### config.mk
export PLATFORM = sky130hd
export DESIGN_NAME = cp0_tlb_regs
export DESIGN_NICKNAME = d
export VERILOG_FILES = /design/src/rtl/cp0_tlb_regs_pkg.sv /design/src/rtl/cp0_tlb_regs_random_ctr.sv /design/src/rtl/cp0_tlb_regs.sv
export SDC_FILE = /design/constraint.sdc
export NUM_CORES = 1
export LEC_CHECK = 0
export ABC_AREA = 1
export ABC_CLOCK_PERIOD_IN_PS = 1400
export CAP_MARGIN = 20
export CORE_AREA = 10 10 173 175
export CTS_CLUSTER_DIAMETER = 200
export DETAILED_ROUTE_END_ITERATION = 7
export DIE_AREA = 0 0 183 185
export PLACE_DENSITY_LB_ADDON = 0.25
export SLEW_MARGIN = 20
export SYNTH_ARGS = -nofsm -noshare
export SYNTH_HDL_FRONTEND = slang
export SYNTH_SLANG_ARGS = --single-unit
export TNS_END_PERCENT = 50
### constraint.sdc
create_clock -name clk -period 1.4 [get_ports clk]
set_clock_uncertainty 0.05 [all_clocks]
set_input_delay 0.28 -clock clk [delete_from_list [all_inputs] [get_ports clk]]
set_output_delay 0.28 -clock clk [all_outputs]
set_load 0.01 [all_outputs]
### src/rtl/cp0_tlb_regs_pkg.sv
// Shared definitions for the CP0 TLB-management register file:
// register numbers, field positions and per-register writable masks.
package cp0_tlb_regs_pkg;

  localparam int TLB_LINE_NUM      = 32;
  localparam int LOG2_TLB_LINE_NUM = $clog2(TLB_LINE_NUM);

  // CP0 register numbers (select 0)
  localparam logic [4:0] CP0_INDEX    = 5'd0;
  localparam logic [4:0] CP0_RANDOM   = 5'd1;
  localparam logic [4:0] CP0_ENTRYLO0 = 5'd2;
  localparam logic [4:0] CP0_ENTRYLO1 = 5'd3;
  localparam logic [4:0] CP0_CONTEXT  = 5'd4;
  localparam logic [4:0] CP0_PAGEMASK = 5'd5;
  localparam logic [4:0] CP0_WIRED    = 5'd6;
  localparam logic [4:0] CP0_ENTRYHI  = 5'd10;

  // Field ranges
  localparam int VPN2_MSB      = 31;
  localparam int VPN2_LSB      = 13;
  localparam int ASID_MSB      = 7;
  localparam int ASID_LSB      = 0;
  localparam int PFN_MSB       = 25;
  localparam int PFN_LSB       = 6;
  localparam int C_MSB         = 5;
  localparam int C_LSB         = 3;
  localparam int D_BIT         = 2;
  localparam int V_BIT         = 1;
  localparam int G_BIT         = 0;
  localparam int MASK_MSB      = 24;
  localparam int MASK_LSB      = 13;
  localparam int INDEX_MSB     = LOG2_TLB_LINE_NUM - 1;
  localparam int INDEX_P_BIT   = 31;
  localparam int BADVPN2_SHIFT = VPN2_LSB - 4;  // bad_vaddr[31:13] -> Context[22:4]

  // Writable / loadable bit masks per register
  localparam logic [31:0] INDEX_WMASK     = 32'(TLB_LINE_NUM - 1);
  localparam logic [31:0] INDEX_LMASK     = 32'h8000_0000 | INDEX_WMASK;
  localparam logic [31:0] ENTRYLO_WMASK   = 32'h03FF_FFFF;
  localparam logic [31:0] CONTEXT_WMASK   = 32'hFF80_0000;
  localparam logic [31:0] BADVPN2_MASK    = 32'h007F_FFF0;
  localparam logic [31:0] PAGEMASK_WMASK  = 32'h01FF_E000;
  localparam logic [31:0] ENTRYHI_WMASK   = 32'hFFFF_E0FF;
  localparam logic [31:0] VPN2_MASK       = 32'hFFFF_E000;

  // Zero-extend a TLB index-sized value to a 32-bit register image
  function automatic logic [31:0] zext_idx(input logic [LOG2_TLB_LINE_NUM-1:0] v);
    return {{(32 - LOG2_TLB_LINE_NUM){1'b0}}, v};
  endfunction

endpackage

### src/rtl/cp0_tlb_regs_random_ctr.sv
// Random/Wired pair: Random counts down each enabled cycle, wrapping to the
// reset value when it reaches Wired; a Wired write reloads Random.
module cp0_random_ctr #(
  parameter int W            = 5,
  parameter int RESET_RANDOM = 31
) (
  input  logic         clk,
  input  logic         rst,
  input  logic         en_i,
  input  logic         wired_we_i,
  input  logic [W-1:0] wired_wdata_i,
  output logic [W-1:0] random_o,
  output logic [W-1:0] wired_o
);

  localparam logic [W-1:0] RESET_VAL = W'(RESET_RANDOM);

  logic [W-1:0] random_q, random_d;
  logic [W-1:0] wired_q,  wired_d;

  // Next-state: Wired write reloads, saturated Wired pins, otherwise count down/wrap
  always_comb begin
    wired_d  = wired_q;
    random_d = random_q;
    if (wired_we_i) begin
      wired_d  = wired_wdata_i;
      random_d = RESET_VAL;
    end else if (wired_q >= RESET_VAL) begin
      random_d = RESET_VAL;
    end else if (random_q == wired_q) begin
      random_d = RESET_VAL;
    end else begin
      random_d = random_q - 1'b1;
    end
  end

  // State registers, frozen while the pipeline stage is stalled
  always_ff @(posedge clk or negedge rst) begin
    if (!rst) begin
      random_q <= RESET_VAL;
      wired_q  <= '0;
    end else if (en_i) begin
      random_q <= random_d;
      wired_q  <= wired_d;
    end
  end

  assign random_o = random_q;
  assign wired_o  = wired_q;

endmodule

### src/rtl/cp0_tlb_regs.sv
// CP0 TLB-management registers (Index, Random, EntryLo0/1, Context,
// PageMask, Wired, EntryHi) feeding the TLB; updated from MTC0, TLBP/TLBR
// results and TLB-exception address capture in M stage.
module cp0_tlb_regs
  import cp0_tlb_regs_pkg::*;
#(
  parameter int RESET_RANDOM = TLB_LINE_NUM - 1
) (
  input  logic        clk,
  input  logic        rst,
  input  logic        stallM,
  input  logic        mtc0_en,
  input  logic [4:0]  cp0_waddr,
  input  logic [31:0] cp0_wdata,
  input  logic [4:0]  cp0_raddr,
  output logic [31:0] cp0_rdata,
  input  logic        TLBP,
  input  logic        TLBR,
  input  logic [31:0] tlbp_index_in,
  input  logic [31:0] tlbr_entryhi_in,
  input  logic [31:0] tlbr_pagemask_in,
  input  logic [31:0] tlbr_entrylo0_in,
  input  logic [31:0] tlbr_entrylo1_in,
  input  logic        tlb_exc,
  input  logic [31:0] bad_vaddr,
  output logic [31:0] EntryHi_out,
  output logic [31:0] PageMask_out,
  output logic [31:0] EntryLo0_out,
  output logic [31:0] EntryLo1_out,
  output logic [31:0] Index_out,
  output logic [31:0] Random_out
);

  logic [31:0] index_q,    index_d;
  logic [31:0] entrylo0_q, entrylo0_d;
  logic [31:0] entrylo1_q, entrylo1_d;
  logic [31:0] context_q,  context_d;
  logic [31:0] pagemask_q, pagemask_d;
  logic [31:0] entryhi_q,  entryhi_d;
  logic [LOG2_TLB_LINE_NUM-1:0] random_w, wired_w;

  // TLBR wins over TLBP if decode ever lets both through
  logic tlbp_eff;
  assign tlbp_eff = TLBP & ~TLBR;

  cp0_random_ctr #(
    .W            (LOG2_TLB_LINE_NUM),
    .RESET_RANDOM (RESET_RANDOM)
  ) u_random_ctr (
    .clk           (clk),
    .rst           (rst),
    .en_i          (~stallM),
    .wired_we_i    (mtc0_en && (cp0_waddr == CP0_WIRED)),
    .wired_wdata_i (cp0_wdata[LOG2_TLB_LINE_NUM-1:0]),
    .random_o      (random_w),
    .wired_o       (wired_w)
  );

  // Next-state per register; priority tlb_exc > TLBR/TLBP > MTC0
  always_comb begin
    index_d    = index_q;
    entrylo0_d = entrylo0_q;
    entrylo1_d = entrylo1_q;
    context_d  = context_q;
    pagemask_d = pagemask_q;
    entryhi_d  = entryhi_q;

    if (tlbp_eff)
      index_d = tlbp_index_in & INDEX_LMASK;
    else if (mtc0_en && cp0_waddr == CP0_INDEX)
      index_d = (index_q & ~INDEX_WMASK) | (cp0_wdata & INDEX_WMASK);

    if (TLBR)
      entrylo0_d = tlbr_entrylo0_in & ENTRYLO_WMASK;
    else if (mtc0_en && cp0_waddr == CP0_ENTRYLO0)
      entrylo0_d = cp0_wdata & ENTRYLO_WMASK;

    if (TLBR)
      entrylo1_d = tlbr_entrylo1_in & ENTRYLO_WMASK;
    else if (mtc0_en && cp0_waddr == CP0_ENTRYLO1)
      entrylo1_d = cp0_wdata & ENTRYLO_WMASK;

    if (TLBR)
      pagemask_d = tlbr_pagemask_in & PAGEMASK_WMASK;
    else if (mtc0_en && cp0_waddr == CP0_PAGEMASK)
      pagemask_d = cp0_wdata & PAGEMASK_WMASK;

    if (tlb_exc)
      context_d = (context_q & ~BADVPN2_MASK) | ((bad_vaddr & VPN2_MASK) >> BADVPN2_SHIFT);
    else if (mtc0_en && cp0_waddr == CP0_CONTEXT)
      context_d = (context_q & ~CONTEXT_WMASK) | (cp0_wdata & CONTEXT_WMASK);

    // TLB stores G at bit 12; the mask keeps it out of EntryHi
    if (tlb_exc)
      entryhi_d = (entryhi_q & ~VPN2_MASK) | (bad_vaddr & VPN2_MASK);
    else if (TLBR)
      entryhi_d = tlbr_entryhi_in & ENTRYHI_WMASK;
    else if (mtc0_en && cp0_waddr == CP0_ENTRYHI)
      entryhi_d = cp0_wdata & ENTRYHI_WMASK;
  end

  // Register bank, frozen while M is stalled
  always_ff @(posedge clk or negedge rst) begin
    if (!rst) begin
      index_q    <= '0;
      entrylo0_q <= '0;
      entrylo1_q <= '0;
      context_q  <= '0;
      pagemask_q <= '0;
      entryhi_q  <= '0;
    end else if (!stallM) begin
      index_q    <= index_d;
      entrylo0_q <= entrylo0_d;
      entrylo1_q <= entrylo1_d;
      context_q  <= context_d;
      pagemask_q <= pagemask_d;
      entryhi_q  <= entryhi_d;
    end
  end

  // MFC0 read mux; unimplemented numbers read zero
  always_comb begin
    cp0_rdata = '0;
    case (cp0_raddr)
      CP0_INDEX:    cp0_rdata = index_q;
      CP0_RANDOM:   cp0_rdata = zext_idx(random_w);
      CP0_ENTRYLO0: cp0_rdata = entrylo0_q;
      CP0_ENTRYLO1: cp0_rdata = entrylo1_q;
      CP0_CONTEXT:  cp0_rdata = context_q;
      CP0_PAGEMASK: cp0_rdata = pagemask_q;
      CP0_WIRED:    cp0_rdata = zext_idx(wired_w);
      CP0_ENTRYHI:  cp0_rdata = entryhi_q;
      default:      cp0_rdata = '0;
    endcase
  end

  assign EntryHi_out  = entryhi_q;
  assign PageMask_out = pagemask_q;
  assign EntryLo0_out = entrylo0_q;
  assign EntryLo1_out = entrylo1_q;
  assign Index_out    = index_q;
  assign Random_out   = zext_idx(random_w);

endmodule

==> results of run 1 <==
-- registers in the layout, summed over array words and instances (netlist names) --
register / flops
context_q: 28
EntryHi_out: 27
EntryLo0_out: 26
EntryLo1_out: 26
PageMask_out: 12
Index_out: 6
u_random_ctr.random_o: 5
u_random_ctr.wired_o: 5
-- stage by stage --
stage / hold WS, ns / power, µW / worst slack (ns) / TNS (ns) / cells
after floorplan: -0.0656 / 6580 / -0.00257 / -0.00257 / 1208
after detailed placement: 0.236 / 9380 / -1.35 / -84.78 / 1875
after global routing: 0.358 / 15700 / -0.482 / -16.87 / 1955
after CTS: 0.323 / 14600 / -0.430 / -12.90 / 1933
final: 0.326 / 15000 / -0.421 / -12.48 / 1955
after global placement: 0.238 / 9350 / -1.33 / -82.56 / 1875
-- report_power, final --
group	leakage (µW)	switching [µW]	internal [µW]	total, µW
Clock	0.000294	1970	2850	4820
Combinational	0.00546	2380	2820	5200
Sequential	0.00167	469	4470	4940
Total	0.00743	4820	10100	15000
-- cell families (layout without fill, tap and decap cells) --
| kind of cell | after synthesis | in the layout | share of synthesized area |
|---|---|---|---|
| compound gates | 250 | 250 | 0.169 |
| xor+xnor | 1 | 1 | 0.00108 |
| fa+ha+maj | 1 | 1 | 0.00154 |
| buf+inv | 212 | 615 | 0.152 |
| flops | 135 | 135 | 0.417 |
| mux | 6 | 6 | 0.00755 |
| other cells | 1 | 93 | 0.000462 |
| simple gates | 513 | 513 | 0.252 |
-- cells in the mapped netlist, types with 2 or more instances --
master and number:
sky130_fd_sc_hd__a22o_1 5, sky130_fd_sc_hd__dfrtp_1 130, sky130_fd_sc_hd__nor2_1 60, sky130_fd_sc_hd__o211ai_1 5
sky130_fd_sc_hd__a21oi_1 95, sky130_fd_sc_hd__inv_1 60, sky130_fd_sc_hd__inv_2 7, sky130_fd_sc_hd__clkbuf_1 19
sky130_fd_sc_hd__o21ai_0 98, sky130_fd_sc_hd__o21ai_1 21, sky130_fd_sc_hd__clkbuf_2 3, sky130_fd_sc_hd__buf_4 97
sky130_fd_sc_hd__nand2_1 406, sky130_fd_sc_hd__nand4_1 7, sky130_fd_sc_hd__dfstp_2 5, sky130_fd_sc_hd__buf_6 4
sky130_fd_sc_hd__nor2_4 3, sky130_fd_sc_hd__nand3_1 24, sky130_fd_sc_hd__nand4_2 2, sky130_fd_sc_hd__nand2_2 6
sky130_fd_sc_hd__nor2_2 4, sky130_fd_sc_hd__o21a_1 6, sky130_fd_sc_hd__buf_2 20, sky130_fd_sc_hd__mux2i_1 5
sky130_fd_sc_hd__o21ai_2 20
-- tightest hold or removal path: stages --
cell                      delay [ns]
sky130_fd_sc_hd__buf_2          0.16
sky130_fd_sc_hd__buf_12         0.18
sky130_fd_sc_hd__nand3_1        0.09
sky130_fd_sc_hd__nand2_1        0.05
-- cell type report --
type | count | share of cell area
diodes | 3 | 0.000516
clock buffers | 17 | 0.0292
clock inverters | 15 | 0.0135
inverters | 67 | 0.0197
multi-input cells | 861 | 0.300
flip-flops and latches | 135 | 0.233
well taps | 341 | 0.0293
repair buffers | 516 | 0.375
-- repair_timing --
| item | CTS | global route |
|---|---|---|
| pin swaps | 42 | 59 |
| resized for setup | 834 | 182 |
| hold endpoints to repair | 130 | 0 |
| hold buffers | 1 | 0 |
| cloned | 5 | 9 |
| buffers inserted | 22 | 22 |
| endpoints found under the setup margin | 140 | 190 |
-- per-layer routing --
layer,GRT usage,vias to the layer above,wire [µm]
met4,0.0600,4,992
met2,0.352,363,18800
met5,0,-,32
li1,-,4394,-
met1,0.261,4316,15900
met3,0.0588,48,3140
-- path summary, 6_finish.rpt --
path	endpoint	slack, ns	start
setup / recovery	cp0_rdata[18]	-0.42	cp0_raddr[2]
max in group asynchronous	u_random_ctr.random_o[4]	0.65	rst
setup reg to reg	u_random_ctr.random_o[4]	-0.06	u_random_ctr.random_o[1]
min in group asynchronous	EntryLo0_out[7]	0.34	rst
hold reg to reg	context_q[30]	0.44	context_q[30]
hold / removal	context_q[17]	0.33	tlb_exc
==> results.sh, run 1 <==
export IMPL_grt_pass1_vias=9129
export IMPL_die_h_um=185
export IMPL_timing_critical_path_slowest_stage_cell="sky130_fd_sc_hd__nor2_4"
export IMPL_drc_errors=0
export IMPL_violated_checks="negative setup slack"
export IMPL_cp_end_kind="output pin"
export IMPL_worst_path_buf_inv=5
export IMPL_arrival_ns=1.49
export IMPL_post_synth_top_area_cell="sky130_fd_sc_hd__dfrtp_1"
export IMPL_total_of_flip_flops_plus_latches_after_synthesis=135
export IMPL_cap_violations=0
export IMPL_ys_warn_count=0
export IMPL_rsz0062_at_grt="yes"
export IMPL_finalNetCount=1840
export IMPL_worst_setup_path_type="input port to output pin"
export IMPL_numClockSinks=135
export IMPL_finalMaxSlewViolations=0
export IMPL_netlist_area_um2=8120
export IMPL_layout_cells_most_common_list="322 x sky130_fd_sc_hd__nand2_1, 191 x sky130_fd_sc_hd__buf_6, 150 x sky130_fd_sc_hd__clkdlybuf4s50_1, 129 x sky130_fd_sc_hd__dfrtp_1, 94 x sky130_fd_sc_hd__a21oi_1"
export IMPL_die_width_um=183
export IMPL_n_fill_cell=2497
export IMPL_postLayoutCellArea_um2=14600
export IMPL_synthArstFlopShare=1.00
export IMPL_yosys_most_used_dff="sky130_fd_sc_hd__dfrtp_1"
export IMPL_multiInputGateArea_um2=4360
export IMPL_grt_pass1_wl_mm=54.9
export IMPL_critical_path_max_fanout=6
export IMPL_cts_max_path_buffers=2
export IMPL_layout_cells_most_common="sky130_fd_sc_hd__nand2_1"
export IMPL_cts_tree="built"
export IMPL_core_rowCount=60
export IMPL_drt_pass1_iter_count=5
export IMPL_cpLargestDelayFamily="buffers and inverters"
export IMPL_reg2regPathDepth=11
export IMPL_buffer_ports_inserted=298
export IMPL_grt_max_degree=53
export IMPL_cts_root_buffer="sky130_fd_sc_hd__clkbuf_16"
export IMPL_synthesis_area_per_instance_um2=7.26
export IMPL_power_ir_vdd_worst_mv=0.742
export IMPL_clk_insertion_delay_late_ns=0.43
export IMPL_synth_distinct_cells=32
export IMPL_avgRoutedWirePerCell_um=19.9
export IMPL_grt_overflow=0
export IMPL_layout_core_utilization=0.548
export IMPL_post_route_worst_setup_slack_ns=-0.421
export IMPL_grt_antenna_before_repair=5
export IMPL_max_freq_ghz=0.549
export IMPL_htree_num_levels=4
export IMPL_slowest_delay_ns=0.17
export IMPL_crit_required_ns=1.07
export IMPL_totalWireLength_mm=38.9
export IMPL_post_route_period_util=1.30
export IMPL_final_setup_viol_count=88
export IMPL_hold_path_cell_count=4
export IMPL_crit_cells=12
export IMPL_synth_top_cell_area_share=0.400
export IMPL_design_core_area_um2=26600
export IMPL_area_delta_synth_final_pct=79.1
export IMPL_globalplace_congestion=0.883
export IMPL_clk_transition_reported_paths_ns=0.06
export IMPL_drt_initial_drc_count=680
export IMPL_min_period_ns=1.82
export IMPL_layout_cell_share_with_drive_strength_beyond_1=0.348
export IMPL_list_of_cells_traversed_by_the_critical_path="buf_8 -> buf_6 -> nor2_4 -> nand2_2 -> nor2_4 -> buf_12 -> buf_16 -> nand2_4 -> nand2_4 -> nor2_4 -> nand2_2 -> buf_6"
export IMPL_powerDensity_nw_per_um2=1030
export IMPL_post_dp_hpwl_mm=28.2
export IMPL_postPlaceCellArea_um2=12500
export IMPL_crit_top_cell="sky130_fd_sc_hd__nor2_4"
export IMPL_synth_edff_count=0
export IMPL_design_die_area_um2=33900
export IMPL_yosys_top_cells_area="sky130_fd_sc_hd__dfrtp_1 40%, sky130_fd_sc_hd__nand2_1 19%, sky130_fd_sc_hd__buf_4 9.0%"
export IMPL_seq_total_area_yosys=0.417
export IMPL_grt_usage=0.211
export IMPL_kind_of_path_behind_the_tightest_hold_check="input port to register"
export IMPL_vias=9125
export IMPL_io_pins=465
export IMPL_tritoncts_num_buffers=17
export IMPL_starting_density_of_the_core=0.306
export IMPL_static_leakage_power_uw=0.00743
export IMPL_detail_route_vias_per_cell=4.67
export IMPL_detail_route_antenna_nets=0
export IMPL_ff_latch_area_um2=3390
export IMPL_timing_final_hold_violations=0
export IMPL_crit_path_start_kind="input port"
export IMPL_synthCells=1119
export IMPL_status="complete, but fails checks"
No activity file was read; power rests on OpenSTA's default activity.
==> run 2: changes to the inputs <==
REMOVE_ABC_BUFFERS = 1   (was unset)
==> results.sh, run 2 (synthesized netlist as in run 1, its figures left out) <==
export IMPL_pnr_total_power_uw=14900
export IMPL_postPlaceCellArea_um2=12600
export IMPL_die_width_um=183
export IMPL_detail_route_antenna_nets=0
export IMPL_min_period_ns=1.74
export IMPL_use_met3=0.0533
export IMPL_crit_path_start_kind="input port"
export IMPL_die_h_um=185
export IMPL_n_fill_cell=2526
export IMPL_static_leakage_power_uw=0.00740
export IMPL_post_dp_hpwl_mm=27.4
export IMPL_grt_use_met2=0.363
export IMPL_fin_setup_tns_ns=-9.79
export IMPL_htree_num_levels=4
export IMPL_globalplace_congestion=0.873
export IMPL_numClockSinks=135
export IMPL_status="complete, but fails checks"
export IMPL_clk_transition_reported_paths_ns=0.07
export IMPL_worst_setup_path_type="input port to output pin"
export IMPL_design_core_area_um2=26600
export IMPL_grt_antenna_before_repair=2
export IMPL_layout_cells_most_common_list="342 x sky130_fd_sc_hd__nand2_1, 191 x sky130_fd_sc_hd__buf_6, 149 x sky130_fd_sc_hd__clkdlybuf4s50_1, 130 x sky130_fd_sc_hd__dfrtp_1, 94 x sky130_fd_sc_hd__a21oi_1"
export IMPL_grt_max_degree=43
export IMPL_grt_pass1_wl_mm=55.3
export IMPL_buffer_ports_inserted=298
export IMPL_finalMaxSlewViolations=0
export IMPL_crit_required_ns=1.07
export IMPL_critical_path_max_fanout=6
export IMPL_avgRoutedWirePerCell_um=20.0
export IMPL_post_route_period_util=1.24
export IMPL_kind_of_path_behind_the_tightest_hold_check="input port to async pin"
export IMPL_grt_use_met1=0.263
export IMPL_area_delta_synth_final_pct=78.5
export IMPL_core_rowCount=60
export IMPL_tritoncts_num_buffers=17
export IMPL_layout_cell_share_with_drive_strength_beyond_1=0.338
export IMPL_cts_max_path_buffers=2
export IMPL_rsz0062_at_grt="yes"
export IMPL_reg2regPathDepth=11
export IMPL_cts_root_buffer="sky130_fd_sc_hd__clkbuf_16"
export IMPL_grt_usage=0.214
export IMPL_grt_overflow=0
export IMPL_grt_busiest_layer="met2"
export IMPL_violated_checks="negative setup slack"
export IMPL_pre_cts_slack_ns=-1.20
export IMPL_powerDensity_nw_per_um2=1030
export IMPL_postLayoutCellArea_um2=14500
export IMPL_post_route_worst_setup_slack_ns=-0.340
export IMPL_finalNetCount=1842
export IMPL_power_ir_vdd_worst_mv=0.763
export IMPL_layout_cells_most_common="sky130_fd_sc_hd__nand2_1"
export IMPL_totalWireLength_mm=39.0
export IMPL_arrival_ns=1.41
export IMPL_cap_violations=0
export IMPL_drt_initial_drc_count=584
export IMPL_drt_pass1_iter_count=5
export IMPL_timing_final_hold_violations=0
export IMPL_detail_route_vias_per_cell=4.68
export IMPL_grt_pass1_vias=9235
export IMPL_io_pins=465
export IMPL_drc_errors=0
export IMPL_cp_end_kind="output pin"
export IMPL_vias=9157
export IMPL_flip_flop_count_of_the_largest_register_all_copies_and_words_added=28
export IMPL_starting_density_of_the_core=0.306
export IMPL_cts_tree="built"
export IMPL_register_name_with_the_most_flops="context_q"
export IMPL_final_setup_viol_count=50
export IMPL_clk_insertion_delay_late_ns=0.42
export IMPL_design_die_area_um2=33900
export IMPL_max_freq_ghz=0.575
-- run 2: cell types whose count changed in the layout (fill, tap and decap cells not counted), moves of 5 or more --
cell,previous run,this run
sky130_fd_sc_hd__nand2_2,61,53
sky130_fd_sc_hd__o21ai_2,21,26
sky130_fd_sc_hd__o21ai_0,80,86
sky130_fd_sc_hd__nand2_1,322,342
sky130_fd_sc_hd__o21ai_1,37,27
sky130_fd_sc_hd__nand2_4,28,17
-- run 2: routing by layer --
metal	vias up	wire length (µm)
li1	4412	-
met1	4367	16700
met2	339	19000
met3	37	2600
met4	2	691
met5	-	13
-- run 2: power breakdown --
group          internal [µW]  total [µW]  switching [µW]
clock                   2750        4680            1930
sequential              4470        4910             431
combinational           2870        5310            2440
total                  10100       14900            4800
-- run 2: stage by stage --
step,instances,hold slack (ns),utilization
detailed placement,1879,0.108,0.473
floorplan,1063,-0.0656,-
global route,1955,0.238,0.546
global placement,1879,0.109,0.473
finish,1955,0.230,0.546
CTS,1940,0.221,0.521
-- run 2: area by class of cell --
type | count | area (µm²) | share of cell area
sequential | 135 | 3380 | 0.233
antenna | 1 | 2.50 | 0.000173
tap | 341 | 427 | 0.0294
clock inverter | 12 | 144 | 0.00992
timing repair buffer | 518 | 5540 | 0.382
clock buffer | 20 | 457 | 0.0315
inverter | 67 | 284 | 0.0196
multi-input combinational | 861 | 4260 | 0.294
-- run 2: final timing paths --
| path | slack (ns) | from | to |
|---|---|---|---|
| min in group clk | 0.33 | stallM | u_random_ctr.random_o[4] |
| hold / removal | 0.23 | rst | EntryLo0_out[12] |
| hold reg to reg | 0.44 | context_q[26] | context_q[26] |
| setup reg to reg | -0.03 | u_random_ctr.random_o[0] | u_random_ctr.random_o[4] |
| max in group asynchronous | 0.50 | rst | u_random_ctr.random_o[0] |
| setup / recovery | -0.34 | cp0_raddr[0] | cp0_rdata[23] |
-- run 2: worst max-delay path: stages --
cell and delay (ns):
sky130_fd_sc_hd__buf_12 0.11, sky130_fd_sc_hd__clkinv_4 0.04, sky130_fd_sc_hd__nor2_4 0.03, sky130_fd_sc_hd__buf_6 0.12, sky130_fd_sc_hd__nand3_4 0.06, sky130_fd_sc_hd__clkinv_4 0.06, sky130_fd_sc_hd__buf_12 0.14, sky130_fd_sc_hd__buf_12 0.14
sky130_fd_sc_hd__nand2_2 0.06, sky130_fd_sc_hd__nand2_1 0.05, sky130_fd_sc_hd__nor2_1 0.11, sky130_fd_sc_hd__nand2_1 0.06, sky130_fd_sc_hd__buf_2 0.14
-- run 2: repair_timing --
| item | 4_1_cts | 5_1_grt |
|---|---|---|
| resized for setup | 786 | 191 |
| setup buffers | 24 | 17 |
| hold buffers | 1 | 0 |
| setup endpoints to repair | 145 | 222 |
| hold endpoints to repair | 130 | 0 |
| pin swaps | 42 | 64 |
| cloned | 8 | 6 |
==> RTL change 1 (settings of run 1) <==
Make the reset (`rst`) synchronous in 2 clocked blocks.
--- a/src/rtl/cp0_tlb_regs_random_ctr.sv
+++ b/src/rtl/cp0_tlb_regs_random_ctr.sv
@@ -36,5 +36,5 @@
 
   // State registers, frozen while the pipeline stage is stalled
-  always_ff @(posedge clk or negedge rst) begin
+  always_ff @(posedge clk) begin
     if (!rst) begin
       random_q <= RESET_VAL;
--- a/src/rtl/cp0_tlb_regs.sv
+++ b/src/rtl/cp0_tlb_regs.sv
@@ -101,5 +101,5 @@
 
   // Register bank, frozen while M is stalled
-  always_ff @(posedge clk or negedge rst) begin
+  always_ff @(posedge clk) begin
     if (!rst) begin
       index_q    <= '0;
Check against the original RTL: differs if rst is asserted again (counterexample within 4 cycles, from zero or initial values and one cycle with rst low); with rst held inactive, the same outputs for 4 cycles.
==> RTL change 1 against run 1 <==
The flow still finishes with violations (negative setup slack). Sequential share of layout area down 3.5 points. Sequential cell count is the same. Setup slack better by 69 ps. Total power is 20% lower. Wire length increased by 1.7%. Design area decreased by 4.6%. Combinational power is 45% lower. Area after synthesis grew 2.2%.
==> RTL change 1: results (changes against run 1) <==
storage element area=2750 um2 (-19%); R2R depth=8 (-3); first-pass GRT wire length=56.5 mm (+2.9%); clock network area share=0.0451 (+0.00241); met1 Use GR=0.263 (+0.00248); fraction of area in multi-input gates=0.350 (+0.0507); end of the worst register-to-register path=u_random_ctr.random_o[4]$_SDFFE_PN1N_; power consumption=12.0 mW (-20%); gr usage total=0.216 (+0.00548); postcts setup bufs=14 (-36%); Min Hold Slack=103 ps (-222 ps); Synth Area in Compound Gates=0.128 (-0.0407); Synth area leaders=dfxtp_1, nand2_1, buf_4; hold path start=rst; NonClk Buf Share=0.338 (-0.0373); sequential area share after synthesis=0.326 (-0.0911); synth cell count leaders=nand2_1, nor2_1, dfxtp_1; DRT met1 WL=16.6 mm (+4.8%); Signal buffers=530 (+2.7%); Post-DP HPWL=29.8 mm (+5.9%); Adder-Cell Fraction of Synth Area=0.00151 (-0.0000330); r2r startpoint=u_random_ctr.random_o[0]$_SDFFE_PN1N_; Seq/total area=0.198 (-0.0347); Yosys cell types=34 (+6.3%); Worst Slack Setup Final=-352 ps (+69.2 ps); Slowest cell on crit path=o22ai_1; multiplexer share of the synthesized area=0 (-0.00755); layout filler cell count=2711 (+8.6%); Setup TNS=-8890 ps (+3590 ps); met2 WL=18.8 mm (-0.30%); P_leak=6.89 nW (-7.2%); worst-case vdd ir drop=0.731 mV (-1.5%); share of cells above drive strength 1=0.300 (-0.0484); GR Util met2=0.361 (+0.00956); CP max stage delay=190 ps (+20 ps); Port Buf Inserts=298 (unchanged); Post-synth ARST share=0 (-1.00); critical path arrival=1420 ps (-70 ps); Signal inverters=123 (+84%); Multi-In Gates=1018 (+18%); worst slack, placed=-1390 ps (-37.9 ps); Post-Route WL=39.5 mm (+1.7%); Synth Flop Type=dfxtp_1; Worst R2R Setup Slack=70 ps (+130 ps); failing checks=negative setup slack; outcome=finished, violations left; Synth Instances=1347 (+20%); Worst Hold End=u_random_ctr.random_o[0]$_SDFFE_PN1N_; WL per Instance=18.1 um (-8.9%); met3 GRT Util=0.0596 (+0.000784); Post-DP Area=12800 um2 (+2.5%); fin nets=2067 (+12%); Hold Path Stages=2 (-2); vias per inst=4.60 (-1.4%); share of power burned in registers=0.352 (+0.022); xor-xnor portion of the synthesized cell area=0.00211 (+0.00103); final setup violation count=32 (-64%)
==> RTL change 1: changes by cell type after synthesis, moves of 20 or more <==
cell | run 1 | this run
o21ai_0 | 98 | 51
nand2_1 | 406 | 437
inv_1 | 60 | 116
a21oi_1 | 95 | 123
dfrtp_1 | 130 | 0
o21ai_2 | 20 | 0
nand3_1 | 24 | 114
dfxtp_1 | 0 | 135
o21ai_1 | 21 | 0
nor2_1 | 60 | 159
==> RTL change 1: worst max-delay path by stage <==
stage                          to  slack (ps)         start  depth (start not counted)
finish               cp0_rdata[3]        -350  cp0_raddr[2]                          9
global route         cp0_rdata[5]        -390  cp0_raddr[2]                         10
CTS                  cp0_rdata[5]        -350  cp0_raddr[3]                         10
detailed placement   cp0_rdata[2]       -1390  cp0_raddr[1]                         10
global placement     cp0_rdata[2]       -1360  cp0_raddr[1]                         10
floorplan           cp0_rdata[16]         0.7  cp0_raddr[0]                          7
==> RTL change 2 (settings of run 1) <==
Made on the original files. Change the package constant `TLB_LINE_NUM` from 32 to 16.
--- a/src/rtl/cp0_tlb_regs_pkg.sv
+++ b/src/rtl/cp0_tlb_regs_pkg.sv
@@ -3,5 +3,5 @@
 package cp0_tlb_regs_pkg;
 
-  localparam int TLB_LINE_NUM      = 32;
+  localparam int TLB_LINE_NUM      = 16;
   localparam int LOG2_TLB_LINE_NUM = $clog2(TLB_LINE_NUM);
 
Formal check against the unedited RTL: not equivalent (Yosys sat finds a counterexample within 4 cycles, from zero or initial values and one cycle with rst low).
==> RTL change 2 against run 1 <==
Sequential power down 3%. Combinational power fell by 2%. Wire length down 2.1%. The flow still finishes with violations (negative setup slack). Design area down 1.0%. Total power fell by 3.5%. Worst hold slack got worse by 89 ps. Sequential cell count decreased by 3. Setup slack better by 61 ps. Critical path type is now reg -> out. Global-route usage grew 0.70 points. Area after synthesis increased by 2.5%. Die area is the same.
==> RTL change 2: results (changes against run 1) <==
share of cells above drive strength 1=0.322 (-0.0261); Slowest cell on crit path=dfstp_2; Setup TNS=-11250 ps (+1230 ps); P_leak=7.59 nW (+2.2%); first-pass GRT wire length=56.8 mm (+3.4%); beginning of the critical path=u_random_ctr.random_o[3]$_DFFE_PN1N_; fin nets=1901 (+3.3%); outcome=finished, violations left; gr usage total=0.218 (+0.00702); area of the multi-input gates=4280 um2 (-1.8%); n_diodes=1 (-2); Port Buf Inserts=295 (-1.0%); vias in the first global route=9318 (+2.1%); largest net degree at the start of global routing=54 (+1.9%); met1 Use GR=0.283 (+0.0225); met2 WL=18.4 mm (-2.4%); WL per Instance=18.9 um (-4.9%); final setup violation count=58 (-34%); syn avg cell area=7.06 um2 (-2.8%); NonClk Buf Share=0.371 (-0.00492); met3 GRT Util=0.0558 (-0.00294); Post-DP HPWL=28.7 mm (+1.9%); failing checks=negative setup slack; Seq/total area=0.230 (-0.00283); clkbuf count=18 (+1); antenna violations before repair=1 (-4); met3 WL=2.75 mm (-12%); Clock Latency Late Sink=410 ps (-20 ps); gpl congestion=0.903 (+2.2%); Worst Slack Setup Final=-360 ps (+60.9 ps); Max FO, Critical Path=2 (-4)
[RTL change 2: what timing repair did]
action,in CTS,in global routing
pin swaps,35,32
cloned,6,0
setup endpoints to repair,170,216
gates resized for setup,827,155
setup buffers,35,16
hold buffers,1,0
endpoints found under the hold margin,82,0
[RTL change 2: cell families after synthesis]
kind of cell	share of synthesized area
AO/OA/AOI/OAI	0.120
XOR/XNOR	0.00105
adder cells (fa/ha/maj)	0.00150
buffers and inverters	0.181
flip-flops	0.397
other	0.000450
AND/OR/NAND/NOR	0.299
[RTL change 2: stage by stage]
step | hold slack (ps) | power, mW
final | 236 | 14.4
after global routing | 243 | 15.2
after floorplan | -65.6 | 6.44
after CTS | 240 | 14.2
after detailed placement | 111 | 9.13
after global placement | 115 | 9.12
[RTL change 2: power breakdown]
part / total (mW) / internal, mW / switching [mW]
clock: 4.60 / 2.79 / 1.80
combinational: 5.07 / 2.73 / 2.34
sequential: 4.78 / 4.37 / 0.416
total: 14.4 / 9.89 / 4.56
